`src/rtl/err_ctrl_pkg.sv`:
```
// Shared types and the lane-patch helper for the error-detecting stage controller.
package err_ctrl_pkg;

  typedef enum logic [1:0] {EMPTY, CHECK, REPLAY, FULL} state_t;
  typedef enum logic {FAST, SAFE} mode_t;

  // Widest token the patch helper handles; callers zero-extend into it.
  localparam int unsigned PATCH_MAX_W = 256;

  function automatic logic [PATCH_MAX_W-1:0] lane_patch(
    input logic [PATCH_MAX_W-1:0] token,
    input logic [PATCH_MAX_W-1:0] shd,
    input logic [PATCH_MAX_W-1:0] err,
    input int unsigned            lane_w
  );
    logic [PATCH_MAX_W-1:0] res;
    logic [7:0]             lane;
    res = token;
    for (int b = 0; b < PATCH_MAX_W; b++) begin
      lane = 8'(int'(b) / int'(lane_w));
      if (err[lane]) res[b] = shd[b];
    end
    return res;
  endfunction

endpackage

```
`src/rtl/err_mode_tracker.sv`:
```
// FAST/SAFE check-mode selection from the recent history of error events and clean transfers.
module err_mode_tracker
  import err_ctrl_pkg::*;
#(
  parameter int unsigned ERR_THRESH  = 2,
  parameter int unsigned QUIET_XFERS = 4
) (
  input  logic clk,
  input  logic rst,
  input  logic ev_err,
  input  logic ev_clean,
  output logic mode
);

  localparam int unsigned SW = $clog2(ERR_THRESH + 1);
  localparam int unsigned QW = $clog2(QUIET_XFERS + 1);

  mode_t          mode_q, mode_d;
  logic [SW-1:0]  streak_q, streak_d;
  logic [QW-1:0]  quiet_q, quiet_d;

  always_comb begin
    mode_d   = mode_q;
    streak_d = streak_q;
    quiet_d  = quiet_q;
    if (ev_err) begin
      quiet_d = '0;
      if (mode_q == FAST && streak_q == SW'(ERR_THRESH - 1)) begin
        mode_d   = SAFE;
        streak_d = '0;
      end else if (streak_q != SW'(ERR_THRESH)) begin
        // streak keeps counting in SAFE but is held below wrap-around
        streak_d = streak_q + 1'b1;
      end
    end else if (ev_clean) begin
      if (quiet_q == QW'(QUIET_XFERS - 1)) begin
        quiet_d  = '0;
        streak_d = '0;
        mode_d   = FAST;
      end else begin
        quiet_d = quiet_q + 1'b1;
      end
    end
  end

  always_ff @(posedge clk) begin
    if (rst) begin
      mode_q   <= FAST;
      streak_q <= '0;
      quiet_q  <= '0;
    end else begin
      mode_q   <= mode_d;
      streak_q <= streak_d;
      quiet_q  <= quiet_d;
    end
  end

  assign mode = (mode_q == SAFE);

endmodule

```
`src/rtl/err_stage_ctrl.sv`:
```
// Pipeline stage controller: captures a token, checks it, patches flagged lanes, replays, forwards.
//   state  | meaning
//   EMPTY  | ready for a token, Lack high
//   CHECK  | sample pulsed, error flags read on the last cycle
//   REPLAY | stall after a patched token
//   FULL   | token offered on the right, Rreq high
module err_stage_ctrl
  import err_ctrl_pkg::*;
#(
  parameter int unsigned DATA_W        = 32,
  parameter int unsigned N_LANES       = 4,
  parameter int unsigned REPLAY_CYCLES = 2,
  parameter int unsigned ERR_THRESH    = 2,
  parameter int unsigned QUIET_XFERS   = 4,
  parameter int unsigned CNT_W         = 8
) (
  input  logic               clk,
  input  logic               rst,
  input  logic               Lreq,
  output logic               Lack,
  input  logic [DATA_W-1:0]  Ldata,
  output logic               Rreq,
  input  logic               Rack,
  output logic [DATA_W-1:0]  Rdata,
  output logic               sample,
  input  logic [N_LANES-1:0] Err,
  input  logic [DATA_W-1:0]  Shd,
  output logic               mode,
  output logic [CNT_W-1:0]   err_count
);

  localparam int unsigned LANE_W = DATA_W / N_LANES;
  localparam int unsigned RW     = $clog2(REPLAY_CYCLES + 1);

  if (DATA_W % N_LANES != 0 || DATA_W > PATCH_MAX_W) begin : g_bad_width
    $error("err_stage_ctrl: DATA_W must be a multiple of N_LANES and fit the patch helper");
  end

  state_t                 state_q, state_d;
  logic [DATA_W-1:0]      token_q;
  logic                   two_chk_q;
  logic                   chk_second_q;
  logic [RW-1:0]          rep_q;
  logic [CNT_W-1:0]       err_cnt_q;
  logic                   chk_last, ev_err, ev_clean;
  logic [PATCH_MAX_W-1:0] tok_ext, shd_ext, err_ext, patched;
  logic                   unused_patch;

  always_comb begin
    tok_ext = '0;
    shd_ext = '0;
    err_ext = '0;
    tok_ext[DATA_W-1:0]  = token_q;
    shd_ext[DATA_W-1:0]  = Shd;
    err_ext[N_LANES-1:0] = Err;
    patched = lane_patch(tok_ext, shd_ext, err_ext, LANE_W);
  end
  assign unused_patch = ^patched;

  assign chk_last = (state_q == CHECK) && (!two_chk_q || chk_second_q);
  assign ev_err   = chk_last && (|Err);
  assign ev_clean = chk_last && !(|Err);

  always_comb begin
    state_d = state_q;
    unique case (state_q)
      EMPTY:   if (Lreq) state_d = CHECK;
      CHECK:   if (chk_last) state_d = (|Err) ? REPLAY : FULL;
      REPLAY:  if (rep_q == RW'(1)) state_d = FULL;
      FULL:    if (Rack) state_d = EMPTY;
      default: state_d = EMPTY;
    endcase
  end

  always_ff @(posedge clk) begin
    if (rst) begin
      state_q      <= EMPTY;
      token_q      <= '0;
      two_chk_q    <= 1'b0;
      chk_second_q <= 1'b0;
      rep_q        <= '0;
      err_cnt_q    <= '0;
    end else begin
      state_q <= state_d;
      unique case (state_q)
        EMPTY: if (Lreq) begin
          token_q      <= Ldata;
          two_chk_q    <= mode;
          chk_second_q <= 1'b0;
        end
        CHECK: begin
          chk_second_q <= 1'b1;
          if (ev_err) begin
            token_q <= patched[DATA_W-1:0];
            rep_q   <= RW'(REPLAY_CYCLES);
            if (err_cnt_q != '1) err_cnt_q <= err_cnt_q + 1'b1;
          end
        end
        REPLAY:  rep_q <= rep_q - 1'b1;
        default: ;
      endcase
    end
  end

  err_mode_tracker #(
    .ERR_THRESH (ERR_THRESH),
    .QUIET_XFERS(QUIET_XFERS)
  ) u_mode (
    .clk     (clk),
    .rst     (rst),
    .ev_err  (ev_err),
    .ev_clean(ev_clean),
    .mode    (mode)
  );

  assign Lack      = (state_q == EMPTY);
  assign Rreq      = (state_q == FULL);
  assign sample    = (state_q == CHECK);
  assign Rdata     = token_q;
  assign err_count = err_cnt_q;

endmodule

```
`config.mk`:
```
export PLATFORM = sky130hd
export DESIGN_NAME = err_stage_ctrl
export DESIGN_NICKNAME = d
export VERILOG_FILES = /design/src/rtl/err_ctrl_pkg.sv /design/src/rtl/err_mode_tracker.sv /design/src/rtl/err_stage_ctrl.sv
export SDC_FILE = /design/constraint.sdc
export NUM_CORES = 1
export LEC_CHECK = 0
export CAP_MARGIN = 20
export CORE_AREA = 4 4 82 84
export CTS_BUF_LIST = sky130_fd_sc_hd__clkbuf_4 sky130_fd_sc_hd__clkbuf_8
export CTS_CLUSTER_DIAMETER = 200
export DETAILED_ROUTE_END_ITERATION = 16
export DIE_AREA = 0 0 86 88
export HOLD_SLACK_MARGIN = 0.03
export PLACE_DENSITY = 0.89
export SKIP_LAST_GASP = 1
export SYNTH_ARGS = -nofsm -noshare
export SYNTH_HDL_FRONTEND = slang
export SYNTH_SLANG_ARGS = --single-unit
```
`constraint.sdc`:
```
create_clock -name clk -period 2.6 [get_ports clk]
set_input_delay 0.52 -clock clk [delete_from_list [all_inputs] [get_ports clk]]
set_output_delay 0.52 -clock clk [all_outputs]
set_load 0.02 [all_outputs]
```
Word level (Yosys, flattened, before mapping)
Cells that the tools add are included.

storage, ports and cells
  register bits = 52
  input port bits = 72

cells by class
  add/subtract/negate cells = 4
  equal/unequal tests = 19
  muxes and demuxes = 55
  bitwise gates (word level) = 1
  reductions and logical operators = 25

operator list
  operator                                                         number
  32-bit two-way mux                                               2
  32-bit one-hot mux with 2 select lines                           1
  1-bit two-way mux                                                38
  2-bit two-way mux                                                10
  4-bit AND reduction                                              5
  2-bit by 1-bit != test with 1-bit output, second input constant  8
  3-bit AND reduction                                              3
  8-bit by 1-bit adder with 8-bit output, second input constant    1
  8-bit != test, second input constant                             1
  2-bit one-hot mux with 4 select lines                            1
  2-bit nonzero test                                               4
  2-bit by 1-bit == test with 1-bit output, second input constant  3
  2-bit != test, second input constant                             3
  2-bit AND reduction                                              3
  2-bit == test, second input constant                             2
  1-bit logical AND                                                4
  2-bit one-hot mux with 2 select lines                            1
  4-bit OR reduction                                               1
  3-bit by 1-bit adder with 3-bit output, second input constant    1
  3-bit by 2-bit == test with 1-bit output, second input constant  1
  3-bit two-way mux                                                1
  3-bit by 1-bit != test with 1-bit output, second input constant  1
  2-bit by 1-bit adder with 2-bit output, second input constant    1
  1-bit logical NOT                                                2
  other kinds (6)                                                  6

Depth between registers and ports, before layout
  word-level depth = 6
  gate-level depth with buffers = 8
  gate-level depth less buffers = 6

Modules after synthesis
A second synthesis with hierarchy kept.

unflattened totals
  cells, all modules = 269
  area, all modules = 2,627.5 um2

by module, submodules not included
  module            instances  cells each  area each (um2)  seq. area each (um2)
  err_stage_ctrl    1          238         2,351.0          920.9
  err_mode_tracker  1          31          276.5            120.1

Least setup slack after synthesis
OpenSTA, ideal clock, no wires.

  path type = flip-flop to flip-flop
  from = register state_q[1]
  to = register state_q[0]
  arrival time = 1,927 ps
  required time = 2,505 ps
  path slack = 577 ps
  stages on the path, launching flop included = 8
  path buffers = 1
  clock period less this slack = 2,023 ps
  path through = dfxtp_1 inv_1 ha_1 buf_2 and3b_2 a2111oi_2 o21ai_0 a221oi_1

on the way
  cells in the longest elaborated chain, start to end = 4

RTL lines
  what                                                RTL line              text
  from (decl)                                         err_stage_ctrl.sv:39  state_t state_q, state_d;
  from (signal assigned)                              err_stage_ctrl.sv:84  state_q <= state_d;
  2-bit by 1-bit == test with 1-bit output (*)        --
  named net sample                                    err_stage_ctrl.sv:25  output logic sample,
  1-bit logical AND                                   err_stage_ctrl.sv:60  assign chk_last = (state_q == CHECK) && (!two_chk_q || chk_second_q);
  2-bit by 1-bit != test with 1-bit output (no line)  --
  4-bit AND reduction (no line)                       --

Mark *: on every way through the listed nets, which the timed path passes. The rest lies on a longest branch.
A chain may end at the register's enable or synchronous reset.

Final worst setup path
  from = register state_q[1]
  to = output port sample

on the way
  cells in the longest elaborated chain, start to end = 1

RTL lines
  what                                      RTL line               text
  2-bit by 1-bit == test with 1-bit output  err_stage_ctrl.sv:118  assign sample = (state_q == CHECK);
  to (decl)                                 err_stage_ctrl.sv:25

Every way passes these cells.

==> results by group <==
Outcome
  • Status: finished clean

Critical path
  • Worst Path Required: about 2.1 ns
  • Critical Path End Type: output port
  • Crit-path max FO: 18
  • Data arrival, critical path: about 1.9 ns
  • Crit path kind: register to output port
  • FF-to-FF Start: state_q[1]$_SDFFE_PP0P_
  • CP startpoint: state_q[1]$_SDFFE_PP0P_
  • Crit path launch type: register

Route
  • Post-DRT Antenna Nets: 0
  • WL per Instance: around 14 um
  • Final wirelength: between 6 and 7 mm
  • Vias: approximately 2400
  • DRC viols: 0
  • Vias per cell: 5.174
  • Drt first-iter violations: between 100 and 150
  • Initial DRT Pass Iterations: 4

CTS
  • Post-cts resize count: 0
  • CTS Sinks: 52
  • CTS tree: done
  • Reg clk slew, reported paths: 0.09 ns
  • Inserted Clock Buffers: 5
  • CTS root buf: clkbuf_8
  • Number of setup buffers added after CTS: 0
  • H-Tree Depth: 2
  • Clock Path Buffers: 2
  • Worst skew pair latency: 0.30 ns
  • CTS Hold Bufs: 0

Synthesis
  • Post-synth ARST share: 0%
  • Main synth FF type: dfxtp_1
  • Post-synthesis sequential area ratio: 41.13%
  • Top-area cell type share of the netlist area: approximately two fifths
  • Leading post-synthesis cells by cell area: dfxtp_1 41%, mux2i_1 13%, a211oi_1 9.8%
  • Number of synthesized register bits: 52
  • EDFF count, synth: 0
  • Syn_area_per_cell: between 9 and 10 um2
  • Gate count after technology mapping: around 270
  • Most area-hungry cell type in the Yosys netlist: dfxtp_1
  • Synthesized cell area: 2531 um2
  • Yosys warnings: 0
  • Syn nets: 350
  • Top post-synthesis cells by count: 52 x dfxtp_1, 39 x nor2_1, 33 x a211oi_1, 33 x mux2i_1, 14 x nand2_1
  • Synth cell types: 36
  • Most numerous cell in the Yosys netlist: dfxtp_1

Timing
  • RSZ-0062 raised after global routing: false
  • Crit share post-route: roughly 93%
  • Setup_tns: 0 ns
  • Final setup vio count: 0
  • Fmax: about 410 MHz
  • Post-layout minimum cycle time: roughly 2.4 ns
  • Slew headroom: 60.66%
  • Hold Fails Final Rpt: 0
  • Slew Viols, Final: 0
  • Worst Tran Pin Value: roughly 0.58 ns
  • Clk_skew: around 0.0066 ns
  • Final Worst Setup Slack: between 0.15 and 0.2 ns

Finish
  • Fill cells: a little over 500
  • Layout cells sized above 1: between 7 and 8%
  • # diodes: 0
  • Area grow syn2layout: 52.89%
  • Multi-input gate area: approximately 1400 um2
  • Register area: between 1000 and 1500 um2
  • Layout net count: 463

Floorplan
  • Chip Height: ~88 um
  • Core area: between 5000 and 6000 um2
  • FP Rows: 28
  • DIE AREA: between 7000 and 8000 um2
  • # IOs: roughly 120
  • Starting Density: between 40% and 50%
  • Die width: between 80 and 90 um

Placed design
  • Post-DP HPWL: slightly above 5 mm
  • Setup WS pre-CTS: around 0.16 ns
  • GP Congestion: approximately 0.82
  • Number of I/O port buffers: approximately 120

Power
  • Leak: around 1.4 nW
  • VDD IR max: slightly below 700 uV
  • Pwr Density: around 1100 nW/um2

Global routing
  • Vias in the first global route: 2333
  • Total track usage: roughly 17%
  • Pin count of the biggest net entering global routing: 33
  • Remaining Overflow, GRT: 0
  • First-pass GRT wire length: 10.45 mm
  • Initial antenna violation count: 0

Job
  • Max_cap viols: 0

Min path
  • HP Start: u_mode.quiet_q[1]$_SDFFE_PP0P_
  • Hold crit path type: register to register
## report_power, final
part	internal, W	leakage, nW	switching [W]
combinational	0.00111	0.937	0.00123
sequential	0.00111	0.428	0.000180
clock	0.000296	0.0586	0.000250
total	0.00252	1.42	0.00166
## state kept, by name, indices dropped and copies added, names as in the netlist
signal,flops
state_q,2
err_count,8
u_mode.quiet_q,3
rep_q,2
two_chk_q,1
u_mode.mode,1
chk_second_q,1
u_mode.streak_q,2
Rdata,32
## stage by stage
step	area, um2	power, W	hold WS, ns	cells	utilization (%)
finish	3870	0.004181	0.4624	460	65.36
global route	3870	0.004470	0.4932	460	65.36
CTS	3870	0.004224	0.4632	460	65.36
detailed placement	3759	0.003672	0.4502	452	63.48
global placement	3759	0.003604	0.4455	452	63.48
floorplan	2531	0.002715	0.4356	271	-
## worst max-delay path, cell delays in order (launching register included)
cell and delay (ns):
dfxtp_1 0.36, inv_1 0.09, ha_2 0.46, clkdlybuf4s50_1 0.69
## routing by layer
| metal | track usage [%] | routed length, um | up-vias |
|---|---|---|---|
| met3 | 6.773 | 548 | 6 |
| met4 | 5.468 | 68 | 0 |
| met2 | 30.76 | 3413 | 72 |
| met1 | 18.81 | 2556 | 1075 |
| met5 | 0 | 0 | - |
| li1 | - | - | 1227 |
## layout make-up
cell class / instances / area share, %
flip-flops and latches: 52 / 26.90
clock buffers: 6 / 1.972
clock inverters: 2 / 0.9053
inverters: 8 / 0.7759
multi-input cells: 194 / 35.86
repair buffers: 123 / 31.17
well taps: 75 / 2.425
## cells by family after synthesis
| kind of cell | after synthesis | synth area share (%) |
|---|---|---|
| and+or+nand+nor | 83 | 15.77 |
| AOI/OAI and AO/OA | 70 | 22.00 |
| buffers and inverters | 25 | 4.152 |
| DFF | 52 | 41.13 |
| muxes | 34 | 13.49 |
| adders and majority gates | 7 | 3.460 |
## final timing paths
path	end	slack, ns	cells after the start
max	sample	0.18	3
min reg2reg	u_mode.quiet_q[1]$_SDFFE_PP0P_	0.46	2
max reg2reg	err_count[5]$_SDFFE_PP0P_	0.45	5
min	u_mode.quiet_q[1]$_SDFFE_PP0P_	0.46	2
## cells in the final DEF, fill, tap and decap left out, types with 2 or more instances in the layout
cell type        count
a211oi_1            33
a21oi_1             12
clkbuf_8             5
nand2b_1             2
nor2b_1              5
nand4_1              3
or4_1                6
nor2_1              39
a31oi_1              2
ha_1                 6
clkdlybuf4s50_1    114
o31ai_1              2
inv_1                8
nand2_1             14
nand3_1              5
or3_1                2
mux2i_1             33
dfxtp_1             52
a211oi_4             4
buf_4                8
o41ai_1              4
nor4_1               2
o21ai_0              5
Power figures use the tool's default switching activity.
